`src/rtl/alu_pkg.sv`:
```
// Shared types for the ALU share arbiter: ALU op encodings and output-buffer states.
// Latency: n/a (types and constants only).
// Backpressure: n/a.
//
// Contents:
//   alu_op_t    - 4-bit ALU select; any encoding not listed below evaluates as ADD
//   arb_state_t - output buffer state, EMPTY (no result held) or FULL (result held)
package alu_pkg;

  typedef logic [3:0] alu_op_t;

  localparam alu_op_t ALU_AND = 4'b0000;
  localparam alu_op_t ALU_OR  = 4'b0001;
  localparam alu_op_t ALU_ADD = 4'b0010;
  localparam alu_op_t ALU_SUB = 4'b0110;

  typedef enum logic {
    EMPTY = 1'b0,
    FULL  = 1'b1
  } arb_state_t;

endpackage : alu_pkg

```
`src/rtl/alu_share_arbiter_rr_arb2.sv`:
```
// Two-input round-robin arbiter (module rr_arb2) with an externally held pointer.
// Latency: purely combinational, grant in the same cycle as valid.
// Backpressure: enable_i low forces no grant; the pointer holder decides when to commit.
//
// Ports:
//   valid_i[1:0]  - request lines, bit N = requester N
//   enable_i      - a grant may be issued this cycle
//   last_grant_i  - ID granted most recently (the loser of the next tie)
//   grant_o[1:0]  - one-hot grant, all-zero when nothing is granted
//   next_grant_o  - pointer value to store if this grant is accepted
module rr_arb2
  import alu_pkg::*;
(
  input  logic [1:0] valid_i,
  input  logic       enable_i,
  input  logic       last_grant_i,
  output logic [1:0] grant_o,
  output logic       next_grant_o
);

  always_comb begin
    grant_o = 2'b00;
    if (enable_i) begin
      unique case (valid_i)
        2'b01:   grant_o = 2'b01;
        2'b10:   grant_o = 2'b10;
        // Tie: the requester not granted last time wins.
        2'b11:   grant_o = last_grant_i ? 2'b01 : 2'b10;
        default: grant_o = 2'b00;
      endcase
    end
  end

  // Pointer only moves when something is actually granted.
  always_comb begin
    next_grant_o = last_grant_i;
    if (grant_o[1]) begin
      next_grant_o = 1'b1;
    end else if (grant_o[0]) begin
      next_grant_o = 1'b0;
    end
  end

endmodule : rr_arb2

```
`src/rtl/alu_share_arbiter.sv`:
```
// Shares one ALU between two valid/ready requesters; round-robin on ties, single-entry tagged result buffer.
// Latency: operation accepted in cycle N, result on res_* in cycle N+1; one op per cycle while res_ready=1.
// Backpressure: reqN_ready only when the buffer is empty or draining this cycle (combinational on res_ready).
//
// Ports:
//   clk, rst_n                 - clock, asynchronous active-low reset
//   reqN_valid/_ready          - requester N handshake (ready = granted this cycle)
//   reqN_a/_b/_sel             - operands and alu_op_t select for requester N
//   res_valid/_ready           - result buffer handshake
//   res_data/_zero/_id         - buffered result, zero flag, issuing requester
//   grant_cnt0/1, conflict_cnt - saturating statistics, present only when ALU_ARB_STATS_EN is defined
module alu_share_arbiter
  import alu_pkg::*;
#(
  parameter int WIDTH = 32,
  parameter int CNT_W = 16
) (
  input  logic             clk,
  input  logic             rst_n,

  input  logic             req0_valid,
  output logic             req0_ready,
  input  logic [WIDTH-1:0] req0_a,
  input  logic [WIDTH-1:0] req0_b,
  input  logic [3:0]       req0_sel,

  input  logic             req1_valid,
  output logic             req1_ready,
  input  logic [WIDTH-1:0] req1_a,
  input  logic [WIDTH-1:0] req1_b,
  input  logic [3:0]       req1_sel,

  output logic             res_valid,
  input  logic             res_ready,
  output logic [WIDTH-1:0] res_data,
  output logic             res_zero,
  output logic             res_id
`ifdef ALU_ARB_STATS_EN
  ,
  output logic [CNT_W-1:0] grant_cnt0,
  output logic [CNT_W-1:0] grant_cnt1,
  output logic [CNT_W-1:0] conflict_cnt
`endif
);

  // Elaboration-time sanity check on the configuration.
  if (WIDTH < 1 || CNT_W < 1) begin : g_bad_cfg
    $error("alu_share_arbiter: WIDTH and CNT_W must be at least 1");
  end

  arb_state_t       state_q;
  logic [WIDTH-1:0] res_data_q, res_data_d;
  logic             res_id_q, res_id_d;
  logic             last_grant_q, last_grant_d;

  logic             can_accept;
  logic             arb_en;
  logic [1:0]       grant;
  logic             grant_any;
  logic             both_valid;

  alu_op_t          op_sel;
  logic [WIDTH-1:0] op_a, op_b;
  logic [WIDTH-1:0] alu_y;

  // ---------------------------------------------------------------------------
  // Arbitration
  // ---------------------------------------------------------------------------
  // Drain-and-refill: a full buffer that is being read this cycle can take a
  // new result in the same cycle.
  assign can_accept = (state_q == EMPTY) || res_ready;
  // rst_n gates the grant so an in-flight handshake is dropped the moment
  // reset asserts, not at the next clock edge.
  assign arb_en     = can_accept && rst_n;
  assign both_valid = req0_valid && req1_valid;

  rr_arb2 u_rr_arb2 (
    .valid_i      ({req1_valid, req0_valid}),
    .enable_i     (arb_en),
    .last_grant_i (last_grant_q),
    .grant_o      (grant),
    .next_grant_o (last_grant_d)
  );

  assign grant_any  = |grant;
  assign req0_ready = grant[0];
  assign req1_ready = grant[1];

  // ---------------------------------------------------------------------------
  // Shared ALU: operand mux on the grant, then one combinational evaluation.
  // ---------------------------------------------------------------------------
  always_comb begin
    op_a   = req0_a;
    op_b   = req0_b;
    op_sel = alu_op_t'(req0_sel);
    if (grant[1]) begin
      op_a   = req1_a;
      op_b   = req1_b;
      op_sel = alu_op_t'(req1_sel);
    end
  end

  always_comb begin
    unique case (op_sel)
      ALU_AND: alu_y = op_a & op_b;
      ALU_OR:  alu_y = op_a | op_b;
      ALU_SUB: alu_y = op_a - op_b;
      // ALU_ADD and every unlisted encoding; carry out is dropped.
      default: alu_y = op_a + op_b;
    endcase
  end

  // ---------------------------------------------------------------------------
  // Result buffer
  // ---------------------------------------------------------------------------
  always_comb begin
    res_data_d = res_data_q;
    res_id_d   = res_id_q;
    if (grant_any) begin
      res_data_d = alu_y;
      res_id_d   = grant[1];
    end
  end

  // Buffer FSM plus the registers it owns.
  always_ff @(posedge clk or negedge rst_n) begin
    if (!rst_n) begin
      state_q      <= EMPTY;
      res_data_q   <= '0;
      res_id_q     <= 1'b0;
      // Pointer starts at 1 so requester 0 wins the first tie.
      last_grant_q <= 1'b1;
    end else begin
      if (state_q == EMPTY) begin
        if (grant_any) begin
          state_q <= FULL;
        end
      end else begin
        if (res_ready && !grant_any) begin
          state_q <= EMPTY;
        end
      end
      res_data_q   <= res_data_d;
      res_id_q     <= res_id_d;
      last_grant_q <= last_grant_d;
    end
  end

  assign res_valid = (state_q == FULL);
  assign res_data  = res_data_q;
  assign res_id    = res_id_q;
  // Derived from the stored result; reset value of 0 gives res_zero=1.
  assign res_zero  = (res_data_q == '0);

  // ---------------------------------------------------------------------------
  // Optional statistics, saturating at all-ones.
  // ---------------------------------------------------------------------------
`ifdef ALU_ARB_STATS_EN
  logic [CNT_W-1:0] grant_cnt0_q, grant_cnt1_q, conflict_cnt_q;

  always_ff @(posedge clk or negedge rst_n) begin
    if (!rst_n) begin
      grant_cnt0_q   <= '0;
      grant_cnt1_q   <= '0;
      conflict_cnt_q <= '0;
    end else begin
      if (grant[0] && (grant_cnt0_q != '1)) begin
        grant_cnt0_q <= grant_cnt0_q + CNT_W'(1);
      end
      if (grant[1] && (grant_cnt1_q != '1)) begin
        grant_cnt1_q <= grant_cnt1_q + CNT_W'(1);
      end
      if (both_valid && grant_any && (conflict_cnt_q != '1)) begin
        conflict_cnt_q <= conflict_cnt_q + CNT_W'(1);
      end
    end
  end

  assign grant_cnt0   = grant_cnt0_q;
  assign grant_cnt1   = grant_cnt1_q;
  assign conflict_cnt = conflict_cnt_q;
`else
  // Tie-detect is only consumed by the statistics block.
  logic unused_both_valid;
  assign unused_both_valid = both_valid;
`endif

endmodule : alu_share_arbiter

```
`config.mk`:
```
export PLATFORM = sky130hd
export DESIGN_NAME = alu_share_arbiter
export DESIGN_NICKNAME = d
export VERILOG_FILES = /design/src/rtl/alu_pkg.sv /design/src/rtl/alu_share_arbiter_rr_arb2.sv /design/src/rtl/alu_share_arbiter.sv
export SDC_FILE = /design/constraint.sdc
export NUM_CORES = 1
export LEC_CHECK = 0
export CORE_MARGIN = 4
export CORE_UTILIZATION = 48
export DETAILED_ROUTE_END_ITERATION = 10
export PLACE_DENSITY = 0.86
export SYNTH_ARGS = -nofsm -noshare
export SYNTH_HDL_FRONTEND = slang
export SYNTH_SLANG_ARGS = --single-unit
```
`constraint.sdc`:
```
create_clock -name clk -period 6.1 [get_ports clk]
set_clock_uncertainty 0.15 [all_clocks]
set_input_delay 1.22 -clock clk [delete_from_list [all_inputs] [get_ports clk]]
set_output_delay 1.22 -clock clk [all_outputs]
set_load 0.005 [all_outputs]
```
; ---- Yosys cells after proc, flatten, opt, wreduce, memory -nomap -nowiden
; Index checks and enable logic that the tools add are counted.
[classes]
bitwise = 3
n_reduce_logical = 8
addsub = 2
order_cmp = 0
mux = 12
n_eq_ne = 5
shift = 0
mul = 0
div = 0
[ops]
columns = cell, count
row1 = $pmux W32 S3, 1
row2 = $mux W32, 2
row3 = $add A32 B32 Y32, 1
row4 = $and A32 B32 Y32, 1
row5 = $logic_not A32 Y1, 1
row6 = $or A32 B32 Y32, 1
row7 = $sub A32 B32 Y32, 1
row8 = $pmux W2 S3, 1
row9 = $mux W1, 5
row10 = $eq A2 B2 Y1 const B, 2
row11 = $eq A4 B1 Y1 const B, 1
row12 = $eq A4 B3 Y1 const B, 1
row13 = $logic_not A4 Y1, 1
row14 = $mux W2, 2
row15 = $mux W4, 1
row16 = $eq A2 B1 Y1 const B, 1
row17 = $logic_and A1 B1 Y1, 2
row18 = $reduce_bool A2 Y1, 1
row19 = $reduce_or A2 Y1, 1
row20 = $logic_not A1 Y1, 1
row21 = $logic_or A1 B1 Y1, 1
row22 = $not A1 Y1, 1
[totals]
mem_count = 0
inputBits = 141
latchBits = 0
out_inout_bits = 37
romBits = 0
regBits = 35
ram_bits = 0
wordCells = 34

; ---- Logic depth before layout (Yosys ltp)
[logic_depth]
ltp_word = 9
mapped_depth = 22
ltp_nobuf = 19

; ---- By module
; From an unflattened synthesis, not the netlist that was laid out.
[hier_totals]
hier_cells = 744
hier_area_um2 = 5471.5
[modules_own_cells]
columns = module, seq_area_each_um2, instances, cells_per_inst, area_per_inst_um2
row1 = alu_share_arbiter, 877.1, 1, 737, 5435.2
row2 = rr_arb2, 0.0, 1, 7, 36.3

; ---- Worst setup path before layout
; OpenSTA, ideal clock, no wires.
[synth_path]
path_kind = input -> register
start = input res_ready
end = register res_data_q[28] (netlist: res_data[28])
required_ns = 5.824
path_stages = 21
path_buffers = 4
setup_ns = 0.126
setup_slack_ns = 0.133
arrival_ns = 5.691
path_cell_list = nand2b_1 > nand3_2 > buf_2 > buf_1 > clkbuf_1 > mux2i_1 > ha_1 > nand2_1 > or3_1 > o21ai_0 > xnor2_1 > ha_1 > clkbuf_1 > o21a_1 > o211ai_1 > a31oi_1 > a221oi_4 > o21ai_2 > a31oi_1 > xnor2_1 > a221o_1
[synth_via]
elab_chain_cells = 6
word_cells_on_any_way = 15
cone_classes = add/sub (2) / eq/ne (2) / mux (5) / bitwise (2) / reduce/logical (4)
[synth_lines]
columns = item, line
row1 = start: declaration, alu_share_arbiter.sv:34  ; input logic res_ready,
row2 = $logic_or A1 B1 Y1 (*), alu_share_arbiter.sv:71  ; assign can_accept = (state_q == EMPTY) || res_ready;
row3 = $logic_and A1 B1 Y1 (*), alu_share_arbiter.sv:74  ; assign arb_en = can_accept && rst_n;
row4 = $mux W2 (*), alu_share_arbiter_rr_arb2.sv:23  ; if (enable_i) begin
row5 = $mux W32 or $mux W4 (tied branches), alu_share_arbiter.sv:96  ; if (grant[1]) begin
row6 = $add A32 B32 Y32 (tied with other cells), alu_share_arbiter.sv:109  ; default: alu_y = op_a + op_b;
row7 = $pmux W32 S3, alu_share_arbiter.sv:104  ; unique case (op_sel)
row8 = end signal: assignment, alu_share_arbiter.sv:143  ; res_data_q <= res_data_d;
row9 = end: declaration, alu_share_arbiter.sv:52  ; logic [WIDTH-1:0] res_data_q, res_data_d;
; Every way passes the cells marked *; elsewhere a longest branch is shown, timed or not.
; A chain may end at the register's enable or synchronous reset.

; ---- Final worst setup path
[layout_path]
start = input req1_valid
end = register res_data_q[30] (netlist: res_data[30])
[layout_via]
elab_chain_cells = 6
word_cells_on_any_way = 17
cone_classes = add/sub (2) / eq/ne (5) / mux (6) / bitwise (2) / reduce/logical (2)
[layout_lines]
columns = item, line
row1 = start: declaration, alu_share_arbiter.sv:27  ; input logic req1_valid,
row2 = $eq A2 B2 Y1 or $eq A2 B1 Y1 (tied branches), alu_share_arbiter_rr_arb2.sv:24  ; unique case (valid_i)
row3 = $pmux W2 S3 (*), alu_share_arbiter_rr_arb2.sv:24
row4 = $mux W2 (*), alu_share_arbiter_rr_arb2.sv:23
row5 = $mux W32 or $mux W4 (tied branches), alu_share_arbiter.sv:96
row6 = $add A32 B32 Y32 (tied with other cells), alu_share_arbiter.sv:109
row7 = $pmux W32 S3, alu_share_arbiter.sv:104
; Marked as above.

==> results.yml <==
run_status:
  status: "finished clean"
floorplanning:
  design.die.area_mm2: 0.0127
  core-area_mm2: 0.0105
  dieHeight_um: 113
  die_w_um: 113
  ios: 178
  rows: 37
  start_util_pct: 50.0
clock_network:
  numCtsBuffers: 5
  htree_levels: 2
  clk_pin_slew_ps: 90
  cts_setup_buffers: 0
  insertion_delay_ps: 300
  cts_sinks: 35
  root_buffer: "clkbuf_8"
  cts_tree: "done"
  clk_path_buf_depth: 2
routing:
  vias: 6376
  vias_per_cell: 6.02
  ant_nets: 0
  drt-pass1-iter-count: 5
  wl_um: 19500
  wl_per_cell_um: 18.4
  drc: 0
  drtIter0Drc: 422
placement:
  place_area_mm2: 0.00724
  post-dp-hpwl_um: 15500
  portBuffers: 177
  post-place-ws_ps: 194
  gp_congestion: 0.982
sta:
  worst_pin_slew_ps: 950
  post-route-min-period_ps: 5690
  rsz0062_at_grt: "no"
  fin_setup_tns_ps: 0
  relSlewSlack_pct: 36.5
  finalHoldViolCount: 0
  fin_crit_sh_pct: 93.2
  setup_viol: 0
  slew_violations: 0
  setup_slack_ps: 414
  fmax_mhz: 176
worst_setup_path:
  critPathMaxStageDelay_ps: 480
  critPathMaxFanout: 8
  critPathRequiredTime_ps: 6160
  cp_slowest_cell: "clkdlybuf4s50_1"
  start_kind: "primary input"
  crit_arrival_ps: 5740
  cp_cell_sequence: "clkdlybuf4s50_1, a21boi_1, nand3_4, mux2i_1, ha_1, nand2_1, or3_1, nand2_1, xnor2_1, ha_1, and3_1, a31oi_1, a31oi_1, a221oi_4, o21ai_2, a221oi_1, xor2_1, o31ai_1"
  rrSetupSlack_ps: 1450
  critPathKind: "in -> reg"
  rr_worst_depth: 17
  endpoint_kind: "flip-flop"
power_and_ir_drop:
  powerDensity_mw_per_mm2: 248
  vdd_drop_max_uv: 196
  p_leak_nw: 3.30
synth:
  ys_types: 62
  synth_area_leaders: "dfrtp_1 16%, nand2_1 10%, ha_1 8.1%"
  synth_flop_cell: "dfrtp_1"
  yosysMostFrequentCell: "nand2_1"
  synthArstFlopShare_pct: 100
  post_synth.cell_area_avg_um2: 6.99
  yosys.area.top_type: "dfrtp_1"
  synth-seq-area-share_pct: 16.7
  synth_common_cells: "145 x nand2_1, 78 x nor2_1, 77 x a21oi_1, 39 x mux2i_1, 37 x o21ai_0"
  synth_edf_count: 0
  ys_ff_latch: 35
  syn-cell-area_mm2: 0.00526
  synthCells: 752
  yosysWarningCount: 0
  synth_top_area_share_pct: 16.2
  synth.net_count: 928
min_path:
  hold_class: "reg -> reg"
  holdPathStages: 2
finish:
  multi_input_area_mm2: 0.00420
  area_growth_pct: 40.0
  regArea_um2: 877
  fin_area_mm2: 0.00736
  num-nets-final: 1099
  layout-drive-gt1-share_pct: 4.65
  fillers: 869
  diodes: 0
  fin_util_pct: 70.1
job:
  cap_violations: 0
global_routing:
  antenna_found_initial: 0
  grt_util_all_layers_pct: 30.0
  grt_max_degree: 46
  grt.overflow.total: 0
  grt_first_pass_wirelength_um: 31300
  grt_pass1_vias: 6338
power by group:
part | internal (mW) | switching [mW]
Sequential | 0.343 | 0.0959
Combinational | 0.588 | 0.575
Clock | 0.122 | 0.102
Total | 1.05 | 0.773
critical path, delay by kind of cell:
family          cells  cell delay (ps)
xor+xnor            2              240
simple gates        5             1080
buf+inv             1              480
fa+ha+maj           2              550
compound gates      7             1860
mux                 1              310
flip-flops by register name, summed over array words and instances (netlist names):
name          flops
last_grant_q      1
res_data         32
res_valid         1
res_id            1
stage by stage:
step | cells | total power [mW] | hold WS, ps
floorplan | 752 | 1.06 | 296
global placement | 1052 | 1.57 | 318
detailed placement | 1052 | 1.59 | 320
CTS | 1060 | 1.81 | 334
global route | 1060 | 1.96 | 350
finish | 1060 | 1.83 | 336
layer usage:
layer,routed length [um],vias up,GRT usage [%]
li1,-,3068,-
met1,7860,2875,37.6
met2,8830,364,50.0
met3,1840,69,5.23
met4,952,0,13.9
met5,0,-,0
worst paths after layout:
path | start | to
worst max-delay path | req1_valid | res_data[30]$_DFFE_PN0P_
worst min-delay path | last_grant_q$_DFFE_PN1P_ | last_grant_q$_DFFE_PN1P_
worst max register to register | last_grant_q$_DFFE_PN1P_ | res_data[30]$_DFFE_PN0P_
worst min register to register | last_grant_q$_DFFE_PN1P_ | last_grant_q$_DFFE_PN1P_
max in group asynchronous | rst_n | last_grant_q$_DFFE_PN1P_
min in group asynchronous | rst_n | res_id$_DFFE_PN0P_
cell families after synthesis:
| logic type | Yosys count | share of synthesized area, % |
|---|---|---|
| simple gates | 302 | 25.2 |
| compound gates | 213 | 25.6 |
| xor+xnor | 59 | 9.83 |
| buf+inv | 56 | 4.28 |
| fa+ha+maj | 47 | 10.8 |
| mux | 40 | 7.64 |
| flops | 35 | 16.7 |
layout make-up:
type / instances / area share (%)
clock buffers: 5 / 0.935
well taps: 136 / 2.31
inverters: 22 / 1.12
clock inverters: 3 / 0.595
repair buffers: 198 / 26.1
multi-input cells: 661 / 57.0
flip-flops and latches: 35 / 11.9
timing repair:
item,4_1_cts,5_1_grt
hold buffers,0,0
endpoints found under the setup margin,0,1
gates resized for setup,0,1
cell usage in the layout, fill, tap and decap left out, types with 7 or more instances in the layout:
cell	netlist	final
buf_4	1	21
ha_1	34	34
a21o_1	16	16
xnor2_1	28	28
o31ai_1	9	9
a31oi_1	20	20
xor2_1	31	31
nand2b_1	7	7
a21oi_1	77	76
inv_1	22	21
nand2_1	145	145
mux2i_1	39	38
or3_1	13	13
clkdlybuf4s50_1	0	176
maj3_1	12	12
nor4_1	14	14
nand4_1	8	8
dfrtp_1	34	34
nor3_1	15	15
o21ai_0	37	37
nor2_1	78	78
(Power assumes the default switching activity.)
